[src/rtl/color_mix_pkg.sv]
// Shared types and constants for the colour-mix video pipeline:
// tint modes, luma coefficients and brightness-ramp states.
package color_mix_pkg;

    typedef enum logic [2:0] {
        MODE_PASS  = 3'd0,
        MODE_GREEN = 3'd1,
        MODE_AMBER = 3'd2,
        MODE_CYAN  = 3'd3,
        MODE_GRAY  = 3'd4,
        MODE_SEPIA = 3'd5
    } mode_e;

    typedef enum logic [1:0] {
        BR_STEADY  = 2'd0,
        BR_RAMP_UP = 2'd1,
        BR_RAMP_DN = 2'd2
    } bright_state_e;

    // Luma weights in 1/256 units; they sum to 255 so the weighted sum never overflows.
    localparam logic [7:0]  LUMA_CR   = 8'd54;
    localparam logic [7:0]  LUMA_CG   = 8'd183;
    localparam logic [7:0]  LUMA_CB   = 8'd18;
    localparam int unsigned LUMA_FRAC = 8;

    typedef struct packed {
        logic hsync;
        logic vsync;
        logic hblank;
        logic vblank;
    } vid_timing_t;

endpackage

[src/rtl/color_luma.sv]
// First pipeline stage of color_mix_pipe: registered luma of an RGB pixel,
// advancing only on the pixel enable.
module color_luma
    import color_mix_pkg::*;
#(
    parameter int unsigned DW = 8
) (
    input  logic          i_clk,
    input  logic          i_rst_n,
    input  logic          i_ce,
    input  logic [DW-1:0] i_r,
    input  logic [DW-1:0] i_g,
    input  logic [DW-1:0] i_b,
    output logic [DW-1:0] o_luma
);

    localparam int unsigned SW = DW + 8;

    logic [SW-1:0] w_sum;
    logic [DW-1:0] r_luma;

    assign w_sum = (SW'(i_r) * SW'(LUMA_CR))
                 + (SW'(i_g) * SW'(LUMA_CG))
                 + (SW'(i_b) * SW'(LUMA_CB));

    always_ff @(posedge i_clk or negedge i_rst_n) begin
        if (!i_rst_n) begin
            r_luma <= '0;
        end else if (i_ce) begin
            r_luma <= DW'(w_sum >> LUMA_FRAC);
        end
    end

    assign o_luma = r_luma;

endmodule

[src/rtl/color_mix_pipe.sv]
// Three-stage colour-mix pipeline (luma, tint, brightness) with frame-synchronous
// mode/brightness updates. Define COLOR_MIX_PIPE_FADE_EN to enable the brightness stage and ramp.
module color_mix_pipe
    import color_mix_pkg::*;
#(
    parameter int unsigned DW    = 8,
    parameter int unsigned LVL_W = 4
) (
    input  logic             clk_vid,
    input  logic             reset_n,
    input  logic             ce_pix,
    input  logic [2:0]       mono,
    input  logic [LVL_W-1:0] bright,
    input  logic [DW-1:0]    R_in,
    input  logic [DW-1:0]    G_in,
    input  logic [DW-1:0]    B_in,
    input  logic             HSync_in,
    input  logic             VSync_in,
    input  logic             HBlank_in,
    input  logic             VBlank_in,
    output logic [DW-1:0]    R_out,
    output logic [DW-1:0]    G_out,
    output logic [DW-1:0]    B_out,
    output logic             HSync_out,
    output logic             VSync_out,
    output logic             HBlank_out,
    output logic             VBlank_out,
    output logic [2:0]       mode_act,
    output logic [LVL_W-1:0] level_act
);

    localparam logic [LVL_W-1:0] LVL_FULL = '1;

    // ---------------- frame edge detection ----------------
    logic r_vs_prev;
    logic r_vs_armed;
    logic w_frame_edge;

    // Armed only after VSync has been seen low, so a reset released mid-pulse cannot fake an edge.
    assign w_frame_edge = ce_pix & VSync_in & ~r_vs_prev & r_vs_armed;

    always_ff @(posedge clk_vid or negedge reset_n) begin
        if (!reset_n) begin
            r_vs_prev  <= 1'b0;
            r_vs_armed <= 1'b0;
        end else if (ce_pix) begin
            r_vs_prev <= VSync_in;
            if (!VSync_in) begin
                r_vs_armed <= 1'b1;
            end
        end
    end

    // ---------------- active mode ----------------
    logic [2:0] r_mode_act;
    logic [2:0] w_mode_nxt;

    assign w_mode_nxt = w_frame_edge ? mono : r_mode_act;

    always_ff @(posedge clk_vid or negedge reset_n) begin
        if (!reset_n) begin
            r_mode_act <= '0;
        end else if (ce_pix) begin
            r_mode_act <= w_mode_nxt;
        end
    end

    assign mode_act = r_mode_act;

    // ---------------- brightness level ----------------
`ifdef COLOR_MIX_PIPE_FADE_EN
    bright_state_e    w_bstate;
    logic [LVL_W-1:0] r_level_act;
    logic [LVL_W-1:0] w_level_nxt;

    always_comb begin
        w_bstate = BR_STEADY;
        if (r_level_act < bright) begin
            w_bstate = BR_RAMP_UP;
        end else if (r_level_act > bright) begin
            w_bstate = BR_RAMP_DN;
        end
    end

    // One step per frame edge; stepping only toward bright keeps the level inside [0, full].
    always_comb begin
        w_level_nxt = r_level_act;
        if (w_frame_edge) begin
            case (w_bstate)
                BR_RAMP_UP: w_level_nxt = r_level_act + LVL_W'(1);
                BR_RAMP_DN: w_level_nxt = r_level_act - LVL_W'(1);
                default:    w_level_nxt = r_level_act;
            endcase
        end
    end

    always_ff @(posedge clk_vid or negedge reset_n) begin
        if (!reset_n) begin
            r_level_act <= LVL_FULL;
        end else if (ce_pix) begin
            r_level_act <= w_level_nxt;
        end
    end

    assign level_act = r_level_act;
`else
    logic w_unused_bright;

    assign w_unused_bright = ^bright;
    assign level_act       = LVL_FULL;
`endif

    // ---------------- S1: luma, pixel and controls delayed alongside ----------------
    vid_timing_t   w_tim_in;
    vid_timing_t   r_s1_tim;
    logic [DW-1:0] r_s1_r;
    logic [DW-1:0] r_s1_g;
    logic [DW-1:0] r_s1_b;
    logic [DW-1:0] w_s1_luma;
    logic [2:0]    r_s1_mode;
`ifdef COLOR_MIX_PIPE_FADE_EN
    logic [LVL_W-1:0] r_s1_lvl;
    logic [LVL_W-1:0] r_s2_lvl;
`endif

    assign w_tim_in = {HSync_in, VSync_in, HBlank_in, VBlank_in};

    color_luma #(
        .DW(DW)
    ) u_luma (
        .i_clk   (clk_vid),
        .i_rst_n (reset_n),
        .i_ce    (ce_pix),
        .i_r     (R_in),
        .i_g     (G_in),
        .i_b     (B_in),
        .o_luma  (w_s1_luma)
    );

    // Mode/level travel with the pixel so an edge's new values hit the pixel sampled on that edge.
    always_ff @(posedge clk_vid or negedge reset_n) begin
        if (!reset_n) begin
            r_s1_r    <= '0;
            r_s1_g    <= '0;
            r_s1_b    <= '0;
            r_s1_tim  <= '0;
            r_s1_mode <= '0;
`ifdef COLOR_MIX_PIPE_FADE_EN
            r_s1_lvl  <= '0;
`endif
        end else if (ce_pix) begin
            r_s1_r    <= R_in;
            r_s1_g    <= G_in;
            r_s1_b    <= B_in;
            r_s1_tim  <= w_tim_in;
            r_s1_mode <= w_mode_nxt;
`ifdef COLOR_MIX_PIPE_FADE_EN
            r_s1_lvl  <= w_level_nxt;
`endif
        end
    end

    // ---------------- S2: tint ----------------
    logic [DW-1:0] w_s2_r;
    logic [DW-1:0] w_s2_g;
    logic [DW-1:0] w_s2_b;
    logic [DW-1:0] r_s2_r;
    logic [DW-1:0] r_s2_g;
    logic [DW-1:0] r_s2_b;
    vid_timing_t   r_s2_tim;

    always_comb begin
        w_s2_r = w_s1_luma;
        w_s2_g = w_s1_luma;
        w_s2_b = w_s1_luma;
        case (mode_e'(r_s1_mode))
            MODE_PASS: begin
                w_s2_r = r_s1_r;
                w_s2_g = r_s1_g;
                w_s2_b = r_s1_b;
            end
            MODE_GREEN: begin
                w_s2_r = '0;
                w_s2_b = '0;
            end
            MODE_AMBER: begin
                w_s2_g = w_s1_luma - (w_s1_luma >> 2);
                w_s2_b = '0;
            end
            MODE_CYAN: begin
                w_s2_r = '0;
            end
            MODE_SEPIA: begin
                w_s2_g = w_s1_luma - (w_s1_luma >> 3);
                w_s2_b = w_s1_luma - (w_s1_luma >> 1);
            end
            default: begin
            end
        endcase
    end

    always_ff @(posedge clk_vid or negedge reset_n) begin
        if (!reset_n) begin
            r_s2_r   <= '0;
            r_s2_g   <= '0;
            r_s2_b   <= '0;
            r_s2_tim <= '0;
`ifdef COLOR_MIX_PIPE_FADE_EN
            r_s2_lvl <= '0;
`endif
        end else if (ce_pix) begin
            r_s2_r   <= w_s2_r;
            r_s2_g   <= w_s2_g;
            r_s2_b   <= w_s2_b;
            r_s2_tim <= r_s1_tim;
`ifdef COLOR_MIX_PIPE_FADE_EN
            r_s2_lvl <= r_s1_lvl;
`endif
        end
    end

    // ---------------- S3: brightness ----------------
    logic [DW-1:0] w_s3_r;
    logic [DW-1:0] w_s3_g;
    logic [DW-1:0] w_s3_b;
    logic [DW-1:0] r_s3_r;
    logic [DW-1:0] r_s3_g;
    logic [DW-1:0] r_s3_b;
    vid_timing_t   r_s3_tim;

`ifdef COLOR_MIX_PIPE_FADE_EN
    localparam int unsigned PW = DW + LVL_W;

    // Scale factor is level+1 over 2^LVL_W, so full scale returns c unchanged.
    function automatic logic [DW-1:0] f_scale(input logic [DW-1:0] c, input logic [LVL_W-1:0] lvl);
        logic [PW-1:0] prod;
        prod = PW'(c) * (PW'(lvl) + PW'(1));
        return DW'(prod >> LVL_W);
    endfunction

    assign w_s3_r = f_scale(r_s2_r, r_s2_lvl);
    assign w_s3_g = f_scale(r_s2_g, r_s2_lvl);
    assign w_s3_b = f_scale(r_s2_b, r_s2_lvl);
`else
    assign w_s3_r = r_s2_r;
    assign w_s3_g = r_s2_g;
    assign w_s3_b = r_s2_b;
`endif

    always_ff @(posedge clk_vid or negedge reset_n) begin
        if (!reset_n) begin
            r_s3_r   <= '0;
            r_s3_g   <= '0;
            r_s3_b   <= '0;
            r_s3_tim <= '0;
        end else if (ce_pix) begin
            r_s3_r   <= w_s3_r;
            r_s3_g   <= w_s3_g;
            r_s3_b   <= w_s3_b;
            r_s3_tim <= r_s2_tim;
        end
    end

    assign R_out      = r_s3_r;
    assign G_out      = r_s3_g;
    assign B_out      = r_s3_b;
    assign HSync_out  = r_s3_tim.hsync;
    assign VSync_out  = r_s3_tim.vsync;
    assign HBlank_out = r_s3_tim.hblank;
    assign VBlank_out = r_s3_tim.vblank;

endmodule

[config.mk]
export PLATFORM = sky130hd
export DESIGN_NAME = color_mix_pipe
export DESIGN_NICKNAME = d
export VERILOG_FILES = /design/src/rtl/color_mix_pkg.sv /design/src/rtl/color_luma.sv /design/src/rtl/color_mix_pipe.sv
export SDC_FILE = /design/constraint.sdc
export NUM_CORES = 1
export LEC_CHECK = 0
export BUFFER_PORTS_ARGS = -buffer_cell sky130_fd_sc_hd__buf_2
export CORE_ASPECT_RATIO = 0.8
export CORE_UTILIZATION = 55
export DETAILED_ROUTE_END_ITERATION = 10
export PLACE_DENSITY_LB_ADDON = 0.15
export SLEW_MARGIN = 10
export SYNTH_ARGS = -nofsm -noshare
export SYNTH_HDL_FRONTEND = slang
export SYNTH_SLANG_ARGS = --single-unit
[constraint.sdc]
create_clock -name clk_vid -period 3.3 [get_ports clk_vid]
set_clock_uncertainty 0.1 [all_clocks]
set_input_delay 0 -clock clk_vid [delete_from_list [all_inputs] [get_ports clk_vid]]
set_output_delay 0 -clock clk_vid [all_outputs]
set_load 0.05 [all_outputs]
==> results of run 1 <==
## layout by cell type, fill, tap and decap left out, types with 7 or more instances in the layout
cell / netlist / final
xnor2_1: 18 / 16
nor2_1: 46 / 46
inv_2: 0 / 7
nand2_1: 24 / 24
mux2i_1: 10 / 10
a22oi_1: 7 / 7
a21oi_1: 33 / 30
a221oi_1: 11 / 11
mux2_2: 65 / 65
clkbuf_16: 0 / 9
dlygate4sd3_1: 0 / 27
buf_2: 9 / 56
o21ai_0: 30 / 28
fa_1: 53 / 49
dfrtp_1: 96 / 96
inv_1: 128 / 121
ha_4: 0 / 13
xor2_1: 11 / 8
ha_1: 89 / 73
buf_4: 4 / 88
## routing by layer
metal	routed length [um]	GRT usage	vias up
li1	-	-	2840
met3	769	0.0419	13
met1	8640	0.382	2910
met5	0	0	-
met4	139	0.0562	0
met2	8590	0.449	150
## cell families (layout without fill, tap and decap cells)
| family | after synthesis | count (layout) | synth area share |
|---|---|---|---|
| other | 1 | 4 | 0.000488 |
| buffers and inverters | 155 | 326 | 0.0801 |
| muxes | 75 | 75 | 0.108 |
| and+or+nand+nor | 107 | 107 | 0.0655 |
| DFF | 96 | 96 | 0.313 |
| AOI/OAI and AO/OA | 136 | 136 | 0.117 |
| adders and majority gates | 142 | 142 | 0.283 |
| xor gates and xnor gates | 29 | 29 | 0.0331 |
## metrics by stage
step,worst slack [ps],area [sq um],std cells,hold slack (ps)
2_1_floorplan,-1580,7800,744,-396
3_5_place_dp,-1970,8850,1046,-91.5
6_report,-1510,9740,1095,19.0
5_1_grt,-1670,9740,1095,15.5
4_1_cts,-1530,9680,1096,10.2
3_3_place_gp,-1870,8850,1046,-100
## worst register-to-register path: cells and delay by family (launching register included)
family / cells / cell delay, ps
flops: 1 / 370
compound gates: 5 / 1100
buf+inv: 2 / 370
simple gates: 3 / 520
mux: 1 / 140
fa+ha+maj: 1 / 230
## final timing paths
check | cells past startpoint | slack (ps) | startpoint | end
worst min-delay path | 4 | 20 | R_in[1] | r_s1_r[1]
worst min register to register | 1 | 370 | r_vs_armed | r_vs_armed
worst max register to register | 12 | 360 | r_s1_mode[1] | r_s2_g[5]
worst max-delay path | 21 | -1510 | B_in[4] | u_luma.o_luma[7]
max in group asynchronous | 3 | 2260 | reset_n | B_out[6]
min in group asynchronous | 2 | 80 | reset_n | r_s2_r[5]
## area by class of cell
class,instances,area [sq um],area share
flip-flops and latches,96,2400,0.247
inverters,128,480,0.0493
clock buffers,12,256,0.0263
repair buffers,182,1350,0.138
well taps,180,225,0.0231
multi-input cells,493,4950,0.508
clock inverters,4,76.3,0.00784
## sequential cells by signal, summed over array words and instances (netlist names), 3 cells and up
register,count
r_s2_b,8
r_s1_tim,4
G_out,8
r_s2_g,8
r_s1_r,8
B_out,8
u_luma.o_luma,8
R_out,8
r_s2_tim,4
r_s1_b,8
r_s1_g,8
r_s1_mode,3
r_s2_r,8
## what timing repair did
item | 4_1_cts | 5_1_grt
setup endpoints to repair | 8 | 8
resized for setup | 33 | 17
pin swaps | 27 | 20
setup buffers | 7 | 0
hold buffers | 27 | 0
endpoints found under the hold margin | 66 | 0
==> summary.txt, run 1 <==
Drt via density -> 5.40
Fraction of layout cells with a size suffix above 1 -> 0.309
Mean Syn Cell Area -> 10.4 sq um
CTS Buf Count -> 9
Worst setup EP type -> flip-flop
Largest area contributor in the netlist -> dfrtp_1
WS Path Type -> in -> reg
Post-synthesis register bit count -> 96
Clk sink count -> 96
Vias -> 5913
Outcome -> complete, but fails checks
Data arrival, critical path -> 4920 ps
Slew HR -> 0.498
Mapped Area -> 7680 sq um
Die Y -> 108 um
Placer Congestion -> 0.882
Required time of the critical path -> 3420 ps
Num ports -> 73
Largest net degree at the start of global routing -> 63
Count leader, synth -> inv_1
Wire per inst -> 16.6 um
TritonCTS clock tree -> done
Setup violators final -> 8
HP Class -> in -> reg
Die Area -> 14400 sq um
Startpoint types -> input pin
Final Util -> 0.716
Cell family with most CP delay -> adder cells
Most instantiated cells after synthesis -> inv_1, dfrtp_1, ha_1
Root Buffer -> clkbuf_16
Slowest-stage cell, CP -> fa_1
All-Layer GR Usage -> 0.273
Max-Cap Viols -> 0
Synth warn -> 0
Initial antenna violation count -> 0
Max stage delay on crit path -> 540 ps
Tcrit/Tclk final -> 1.46
Pre-Repair DR Iteration Count -> 5
CP Max Fanout -> 3
Grt ovf -> 0
Nets -> 1090
Std cell rows -> 38
Yosys cell types -> 52
Setup_tns -> -11110 ps
Failing checks -> setup timing
CP cell instances -> buf_8 -> ha_4 -> ha_4 -> inv_2 -> fa_2 -> xnor2_2 -> fa_1 -> fa_1 -> fa_1 -> fa_1 -> inv_2 -> fa_1 -> inv_2 -> ha_4 -> a21o_1 -> a21oi_2 -> o21ai_2 -> buf_6 -> a31oi_4 -> nor3_1 -> or3_1
Port Buf Inserts -> 64
RSZ-0062 raised after global routing -> yes
Synth area leaders -> dfrtp_1, ha_1, fa_1, mux2_2, inv_1
Top-area cell type share of the netlist area -> 0.313
Tightest Pin Transition -> 752 ps
Crit-path most repeated cell -> fa_1
Min Tclk post-route -> 4810 ps
Max Fclk -> 208 MHz
Slew Viols, Final -> 0
Diode count -> 0
Final Hold Viols -> 0
Register area share after synthesis -> 0.313
Clk slew on worst S/H paths -> 60 ps
First-pass GRT wire length -> 30.4 mm
Post-route ant nets -> 0
Clock latency on the worst-skew pair -> 340 ps
Fillers -> 1009
Mapped Cells -> 741
Area Growth Syn to Fin -> 26.8%
Ys async rst share -> 1.00
CTS Buffer Depth -> 2
Buf/Inv on CP -> 5
Setup ws final -> -1510 ps
Post-synth EDFFs -> 0
Residual DRC -> 0
Routed wire length -> 18.1 mm
Vias in the first global route -> 6149
DP HPWL -> 14.3 mm
Core Box Area -> 13600 sq um
Initial core utilization -> 0.565
Initial drt markers -> 358
H-tree depth -> 3
Die width -> 134 um
Prevailing post-synth register cell -> dfrtp_1
Power of run 1 is not shown: default switching activity piles up to over one toggle a cycle in this logic, so the estimate is an artifact.
==> run 2, diff against run 1 <==
--- a/config.mk
+++ b/config.mk
@@ -8,4 +8,6 @@
 export BUFFER_PORTS_ARGS = -buffer_cell sky130_fd_sc_hd__buf_2
+export CELL_PAD_IN_SITES_DETAIL_PLACEMENT = 0
+export CELL_PAD_IN_SITES_GLOBAL_PLACEMENT = 1
 export CORE_ASPECT_RATIO = 0.8
-export CORE_UTILIZATION = 55
+export CORE_UTILIZATION = 48
 export DETAILED_ROUTE_END_ITERATION = 10
==> constraint.sdc (replaced) <==
create_clock -name clk_vid -period 3.3 [get_ports clk_vid]
set_clock_uncertainty 0.1 [all_clocks]
set_input_delay 0.825 -clock clk_vid [delete_from_list [all_inputs] [get_ports clk_vid]]
set_output_delay 0.825 -clock clk_vid [all_outputs]
set_load 0.05 [all_outputs]
==> run 2 against run 1 <==
  * The run still ends with setup timing left
  * Global-route usage down 4.1 points
  * Setup slack worse by 810 ps
  * Maximum frequency down 14%
  * Clock-buffer cell count down 2
  * Sequential cell count unchanged
  * Non-clock buffer count down 25
==> summary.txt, run 2 (synthesis results as in run 1) <==
Slew Viols, Final -> 0 (unchanged)
DP HPWL -> 14.5 mm (+1.4%)
Vias in the first global route -> 5855 (-4.8%)
WS Path Type -> in -> reg
RSZ-0062 raised after global routing -> yes
Commonest non-fill, non-tap cell in the layout -> inv_1
Crit-path most repeated cell -> fa_1
Slew HR -> 0.503 (+0.00455)
Min Tclk post-route -> 5620 ps (+811 ps)
Clk slew on worst S/H paths -> 70 ps (about the same)
First-pass GRT wire length -> 29.4 mm (-3.3%)
Placer Congestion -> 0.939 (+6.5%)
Initial antenna violation count -> 0 (unchanged)
Final Util -> 0.615 (-0.102)
Die Y -> 115 um (+6.9%)
Die width -> 143 um (+6.9%)
TritonCTS clock tree -> done
Worst R2R Path Depth -> 12 (unchanged)
Reg2reg setup slack -> 340 ps (-20 ps)
Die Area -> 16500 sq um (+14%)
Clock latency on the worst-skew pair -> 340 ps (about the same)
Outcome -> complete, but fails checks
Drt via density -> 5.24 (-2.9%)
Post-DP Area -> 8940 sq um (+0.96%)
Routed wire length -> 17.8 mm (-1.8%)
Diode count -> 0 (unchanged)
Startpoint types -> input pin
Most frequent cells in the layout -> inv_1, dfrtp_1, buf_4
Post-layout instance area -> 9410 sq um (-3.4%)
HP Class -> in -> async
Vias -> 5769 (-2.4%)
Max-Cap Viols -> 0 (unchanged)
Setup violators final -> 8 (unchanged)
Fin Hold WS -> 350 ps (+331 ps)
Area Growth Syn to Fin -> 22.5%
Tightest Pin Transition -> 745 ps (-6.82 ps)
H-tree depth -> 3 (unchanged)
Required time of the critical path -> 3410 ps (about the same)
Slowest-stage cell, CP -> fa_2
Largest net degree at the start of global routing -> 86 (+37%)
Std cell rows -> 40 (+5.3%)
Num ports -> 73 (unchanged)
CTS Buffer Depth -> 2 (unchanged)
Data arrival, critical path -> 5730 ps (+810 ps)
Wire per inst -> 16.2 um (-2.2%)
Setup ws final -> -2320 ps (-811 ps)
Pre-Repair DR Iteration Count -> 5 (unchanged)
Final Hold Viols -> 0 (unchanged)
CP cell instances -> buf_8 -> ha_4 -> ha_4 -> inv_2 -> fa_2 -> xnor2_2 -> fa_2 -> fa_1 -> fa_1 -> fa_1 -> inv_1 -> fa_1 -> inv_2 -> ha_4 -> a21o_1 -> a21oi_2 -> o21ai_2 -> buf_4 -> a31oi_4 -> buf_6 -> xor2_1 -> mux2i_1
Hold Buf Count CTS -> 0 (-100%)
Core Box Area -> 15300 sq um (+13%)
Post-route ant nets -> 0 (unchanged)
R2R Path End -> r_s2_g[5]
Initial core utilization -> 0.502 (-0.0633)
Nets -> 1065 (-2.3%)
CTS Buf Count -> 9 (unchanged)
Initial drt markers -> 342 (-4.5%)
Max Fclk -> 178 MHz (-14%)
Clk sink count -> 96 (unchanged)
Max stage delay on crit path -> 540 ps (about the same)
All-Layer GR Usage -> 0.232 (-0.0410)
Residual DRC -> 0 (unchanged)
Failing checks -> setup timing
Port Buf Inserts -> 64 (unchanged)
Grt ovf -> 0 (unchanged)
Fraction of layout cells with a size suffix above 1 -> 0.308 (-0.00142)
Tcrit/Tclk final -> 1.70 (+0.246)
CP Max Fanout -> 3 (unchanged)
Worst r2r src -> r_s1_mode[1]
Root Buffer -> clkbuf_16
Worst setup EP type -> flip-flop
## run 2: cell count changes in the layout (fill, tap and decap cells not counted), moves of 3 or more
cell	change
inv_6	+3
inv_1	+4
inv_2	-4
ha_1	+3
buf_2	+4
dlygate4sd3_1	-27
## run 2: final cells by class
cell class	count	area, sq um
inverter	128	480
timing repair buffer	157	1080
clock buffer	10	239
fill	1327	5900
multi-input combinational	493	4890
clock inverter	6	50.0
tap	210	263
sequential	96	2400
## run 2: routing by layer
metal	global-route usage	vias to the layer above	share of wire
met5	0	-	0
met1	0.341	2835	0.50
li1	-	2800	-
met4	0.0348	0	0.0056
met2	0.365	123	0.44
met3	0.0387	11	0.052
## run 2: repair_timing
| action | in CTS | in global routing |
|---|---|---|
| resized for setup | 25 | 2 |
| cloned | 0 | 0 |
| pin swaps | 19 | 3 |
| setup endpoints to repair | 8 | 8 |
| buffers inserted | 5 | 0 |
## run 2: critical path, delay by kind of cell
kind | cells | cell delay (ps)
AO/OA/AOI/OAI | 4 | 580
adder cells (fa/ha/maj) | 9 | 3430
buffers and inverters | 6 | 510
multiplexers | 1 | 90
XOR/XNOR | 2 | 280
## run 2: how the worst max path moves through the flow
stage	startpoint	end	slack (ps)	cells past startpoint
final	B_in[4]	u_luma.o_luma[3]	-2320	22
after detailed placement	R_in[3]	u_luma.o_luma[7]	-2780	23
after global routing	B_in[4]	u_luma.o_luma[7]	-2480	21
after global placement	B_in[2]	u_luma.o_luma[7]	-2700	19
after CTS	B_in[4]	u_luma.o_luma[7]	-2320	19
after floorplan	B_in[4]	u_luma.o_luma[7]	-2410	19
## run 2: per-stage QoR
| step | TNS [ps] | setup WS, ps | std cells |
|---|---|---|---|
| 2_1_floorplan | -17700 | -2410 | 744 |
| 3_3_place_gp | -20430 | -2700 | 1079 |
| 3_5_place_dp | -21080 | -2780 | 1079 |
| 4_1_cts | -17660 | -2320 | 1100 |
| 5_1_grt | -19080 | -2480 | 1100 |
| 6_report | -17670 | -2320 | 1100 |
Power of run 2 is left out for the same reason.
